`config.mk`:
```
export PLATFORM = sky130hd
export DESIGN_NAME = alu_flag_wb
export DESIGN_NICKNAME = d
export VERILOG_FILES = /design/src/rtl/alu_flag_wb.sv
export SDC_FILE = /design/constraint.sdc
export NUM_CORES = 1
export LEC_CHECK = 0
export BUFFER_PORTS_ARGS = -buffer_cell sky130_fd_sc_hd__buf_2
export CAP_MARGIN = 30
export CORE_ASPECT_RATIO = 1.4
export CORE_UTILIZATION = 52
export CTS_CLUSTER_DIAMETER = 120
export DETAILED_ROUTE_END_ITERATION = 8
export PLACE_DENSITY = 0.79
export SYNTH_ARGS = -nofsm -noshare
export SYNTH_HDL_FRONTEND = slang
export SYNTH_SLANG_ARGS = --single-unit
```
`constraint.sdc`:
```
create_clock -name clk -period 2.77 [get_ports clk]
set_clock_uncertainty 0.15 [all_clocks]
set_input_delay 0.831 -clock clk [delete_from_list [all_inputs] [get_ports clk]]
set_output_delay 0.831 -clock clk [all_outputs]
set_load 0.05 [all_outputs]
```
`src/rtl/alu_flag_wb.sv`:
```
// ============================================================================
// Module   : alu_flag_wb
// Brief    : Condition-gated ALU writeback stage with status flags and 2-deep FIFO
// Revision : 1.0 - initial release
// ============================================================================
`default_nettype none

module alu_flag_wb #(
    parameter int B_W  = 4,
    parameter int RD_W = 4
) (
    input  logic            clk,
    input  logic            rst,
    input  logic            InValid,
    output logic            InReady,
    input  logic [B_W-1:0]  InResult,
    input  logic            InFlagN,
    input  logic            InFlagZ,
    input  logic            InFlagC,
    input  logic            InFlagV,
    input  logic [3:0]      InCond,
    input  logic            InSetFlags,
    input  logic [RD_W-1:0] InRd,
    output logic            OutValid,
    input  logic            OutReady,
    output logic [B_W-1:0]  OutResult,
    output logic [RD_W-1:0] OutRd,
    output logic            OutWrite,
    output logic [3:0]      FlagsOut,
    output logic            ALUFlagIn,
    output logic [7:0]      CondFailCount
);

    typedef enum logic [1:0] {
        ST_EMPTY = 2'd0,
        ST_ONE   = 2'd1,
        ST_FULL  = 2'd2
    } state_t;

    localparam logic [7:0] c_FAIL_MAX = 8'hFF;

    state_t          r_state;
    state_t          w_state_nxt;

    // Flags are kept as {N,Z,C,V}
    logic [3:0]      r_flags;
    logic            w_n, w_z, w_c, w_v;
    logic            w_cond_pass;
    logic            w_push;
    logic            w_pop;

    // Head entry drives the outputs directly; tail is the second slot
    logic [B_W-1:0]  r_head_result;
    logic [RD_W-1:0] r_head_rd;
    logic            r_head_write;
    logic [B_W-1:0]  r_tail_result;
    logic [RD_W-1:0] r_tail_rd;
    logic            r_tail_write;
    logic [7:0]      r_fail_cnt;

    assign w_n = r_flags[3];
    assign w_z = r_flags[2];
    assign w_c = r_flags[1];
    assign w_v = r_flags[0];

    always_comb begin
        w_cond_pass = 1'b0;
        case (InCond)
            4'h0: w_cond_pass = w_z;
            4'h1: w_cond_pass = ~w_z;
            4'h2: w_cond_pass = w_c;
            4'h3: w_cond_pass = ~w_c;
            4'h4: w_cond_pass = w_n;
            4'h5: w_cond_pass = ~w_n;
            4'h6: w_cond_pass = w_v;
            4'h7: w_cond_pass = ~w_v;
            4'h8: w_cond_pass = w_c & ~w_z;
            4'h9: w_cond_pass = ~w_c | w_z;
            4'hA: w_cond_pass = (w_n == w_v);
            4'hB: w_cond_pass = (w_n != w_v);
            4'hC: w_cond_pass = ~w_z & (w_n == w_v);
            4'hD: w_cond_pass = w_z | (w_n != w_v);
            4'hE: w_cond_pass = 1'b1;
            default: w_cond_pass = 1'b0;
        endcase
    end

    assign InReady  = (r_state != ST_FULL);
    assign OutValid = (r_state != ST_EMPTY);
    assign w_push   = InValid & InReady;
    assign w_pop    = OutValid & OutReady;

    always_ff @(posedge clk or posedge rst) begin
        if (rst) begin
            r_state <= ST_EMPTY;
        end else begin
            r_state <= w_state_nxt;
        end
    end

    always_comb begin
        w_state_nxt = r_state;
        case (r_state)
            ST_EMPTY: if (w_push) w_state_nxt = ST_ONE;
            ST_ONE: begin
                if (w_push && !w_pop)      w_state_nxt = ST_FULL;
                else if (!w_push && w_pop) w_state_nxt = ST_EMPTY;
            end
            ST_FULL:  if (w_pop) w_state_nxt = ST_ONE;
            default:  w_state_nxt = ST_EMPTY;
        endcase
    end

    always_ff @(posedge clk or posedge rst) begin
        if (rst) begin
            r_head_result <= '0;
            r_head_rd     <= '0;
            r_head_write  <= 1'b0;
            r_tail_result <= '0;
            r_tail_rd     <= '0;
            r_tail_write  <= 1'b0;
        end else begin
            case (r_state)
                ST_EMPTY: begin
                    if (w_push) begin
                        r_head_result <= InResult;
                        r_head_rd     <= InRd;
                        r_head_write  <= w_cond_pass;
                    end
                end
                ST_ONE: begin
                    if (w_push && w_pop) begin
                        r_head_result <= InResult;
                        r_head_rd     <= InRd;
                        r_head_write  <= w_cond_pass;
                    end else if (w_push) begin
                        r_tail_result <= InResult;
                        r_tail_rd     <= InRd;
                        r_tail_write  <= w_cond_pass;
                    end
                end
                ST_FULL: begin
                    if (w_pop) begin
                        r_head_result <= r_tail_result;
                        r_head_rd     <= r_tail_rd;
                        r_head_write  <= r_tail_write;
                    end
                end
                default: ;
            endcase
        end
    end

    // Flag update and fail counting happen at push, so a following push sees the new flags
    always_ff @(posedge clk or posedge rst) begin
        if (rst) begin
            r_flags    <= 4'b0000;
            r_fail_cnt <= 8'd0;
        end else if (w_push) begin
            if (w_cond_pass && InSetFlags) begin
                r_flags <= {InFlagN, InFlagZ, InFlagC, InFlagV};
            end
            if (!w_cond_pass && (r_fail_cnt != c_FAIL_MAX)) begin
                r_fail_cnt <= r_fail_cnt + 8'd1;
            end
        end
    end

    assign OutResult     = r_head_result;
    assign OutRd         = r_head_rd;
    assign OutWrite      = r_head_write;
    assign FlagsOut      = r_flags;
    assign ALUFlagIn     = r_flags[1];
    assign CondFailCount = r_fail_cnt;

endmodule

`default_nettype wire

```
==> run summary <==
status -> finished clean
wire per inst -> 15.06 um
Synth Register Bits -> 32
Peak VDD IR -> 0.0009765 V
layout cell share with drive strength beyond 1 -> 36.73%
full die area -> 0.003598 mm2
Post-synth EDFFs -> 0
Seq/Total Area, Yosys -> 45.85%
Root Driver -> clkbuf_8
residual DRC count -> 0
Main synth FF type -> dfrtp_1
largest net degree at the start of global routing -> 33
antenna diode count -> 0
CTS Sinks -> 32
total track usage -> 25.06%
Syn Nets -> 197
cell area after layout -> 0.002145 mm2
Num CTS Buffers -> 5
DRT antenna net count -> 0
Clock Latency Late Sink -> 0.28 ns
Leakage -> 1.028 nW
Via density -> 5.823
num ports -> 45
Critical Path RT -> 2.79 ns
Post-CTS Setup Bufs -> 0
Fillers -> 259
GP Congestion -> 0.8570
largest cells by area after synthesis -> dfrtp_1, mux2_2, nand2_1, xor2_1, a31oi_1
worst slew pin tran -> 0.5221 ns
Period minus WS final -> 2.460 ns
post_cts resized -> 0
dominant cell type by area after synthesis -> dfrtp_1
Yosys cell types -> 40
CTS H-tree lvls -> 2
CTS tree -> yes
CP max FO -> 8
NumNets Final -> 250
DRT iter0 DRCs -> 42
unrepaired setup endpoints after global routing -> no
total iterations of the first detailed-routing run -> 4
core area -> 0.003153 mm2
CP Capture Type -> flip-flop
period utilization -> 88.79%
Initial Utilization -> 55.40%
Final setup viols -> 0
setup TNS -> 0 ns
final hold viol count -> 0
Die Height -> 70.58 um
global-route wire length before repair -> 6693 um
WP data arrival -> 2.48 ns
Hold/Removal Path Class -> flip-flop to flip-flop
post-synth top area share -> 45.85%
Fmax -> 406.6 MHz
Yosys warnings -> 0
max-slew violation count -> 0
DIE WIDTH -> 50.98 um
I/O Buffers -> 44
WHS -> 0.3417 ns
area delta synth->final -> 22.78%
Post-DP Area -> 0.002037 mm2
max_slew headroom -> 65.09%
Power per Cell Area -> 1247 mW/mm2
top-count cell post-synth -> dfrtp_1
cell count after synthesis -> 172
DRT Wirelength -> 3992 um
Post-Syn Area -> 0.001747 mm2
Mean Syn Cell Area -> 10.16 um2
Synth top cells by count -> dfrtp_1, nand2_1, mux2_2
CTS hold repair buffers -> 0
initial antenna violation count -> 0
deepest clock path buffer count -> 2
share of synthesized registers carrying an async set or reset -> 100.0%
DP HPWL -> 2969 um
Overall Power -> 2.675 mW
row count -> 24
max_cap viols -> 0
remaining global-route overflow -> 0
via count -> 1543
Clock transition at path regs -> 0.07 ns
vias in the first global route -> 1493
Startpoint Class -> input port
Crit Path Category -> input port to flip-flop
Multi-input gate area -> 858.3 um2
register area -> 800.8 um2
Setup WS post-layout -> 0.3104 ns
Place WS -> 0.02231 ns
-- critical path, cell delays in order --
cell	delay (ns)
buf_2	0.14
and4bb_2	0.25
a211o_1	0.27
o32a_1	0.25
o311ai_4	0.37
mux2_2	0.37
-- kinds of logic (layout without fill, tap and decap cells) --
group	after synthesis	count (layout)	share of synthesized area, %
adder cells (fa/ha/maj)	4	4	2.865
multiplexers	13	13	8.381
AO/OA/AOI/OAI	29	29	12.75
XOR/XNOR	9	9	4.513
AND/OR/NAND/NOR	69	69	20.63
buffers and inverters	16	70	5.014
flip-flops	32	32	45.85
-- state kept, by name, indices dropped and copies added, names as in the netlist --
register,flops
FlagsOut,4
CondFailCount,8
r_state,2
OutRd,4
OutResult,4
r_tail_write,1
OutWrite,1
r_tail_rd,4
r_tail_result,4
-- where the power goes --
part | internal [mW] | switching [mW]
registers | 0.683 | 0.195
clock network | 0.267 | 0.172
logic | 0.421 | 0.937
total | 1.37 | 1.30
-- placed cells by master, fill, tap and decap left out, types with 2 or more instances in the layout --
cell	synthesis	routed
buf_2	1	44
a21oi_1	5	5
clkbuf_8	0	5
nand4_1	3	3
a31oi_1	8	8
nor2b_1	2	2
buf_4	1	11
nand3_1	5	5
nor3_1	4	4
nand3b_1	3	3
o21ai_0	4	4
nand2_1	23	23
ha_1	4	4
and4bb_2	2	2
nor4_1	6	6
dfrtp_1	32	32
nor2_1	12	12
xor2_1	9	9
mux2_2	13	13
inv_1	7	7
a32oi_1	2	2
o22ai_1	2	2
-- per-stage QoR --
step,util [%],std cells
after floorplan,-,172
after global placement,64.60,257
after detailed placement,64.60,257
after CTS,68.02,265
after global routing,68.02,265
final,68.02,265
-- worst paths after layout --
check	from	slack, ns	depth (start not counted)	endpoint
setup / recovery	InCond[3]	0.31	6	FlagsOut[1]
hold / removal	r_tail_write	0.34	2	r_tail_write
setup reg to reg	FlagsOut[0]	0.49	5	FlagsOut[1]
hold reg to reg	r_tail_write	0.34	2	r_tail_write
max in group asynchronous	rst	1.72	3	r_state[1]
min in group asynchronous	rst	0.46	3	OutRd[2]
-- layout make-up --
class,instances,share of cell area [%]
inverter,7,1.225
multi-input combinational,124,40.02
clock inverter,2,1.634
tap,39,2.275
clock buffer,6,3.384
sequential,32,37.34
timing repair buffer,55,14.12
-- layer usage --
layer / vias to the layer above / share of wire, % / global-route usage (%)
met5: - / 0 / 0
met4: 0 / 2.0 / 10.49
met3: 8 / 4.6 / 6.237
met2: 47 / 54 / 43.71
met1: 765 / 40 / 28.41
li1: 723 / - / -
(Power assumes the default switching activity.)
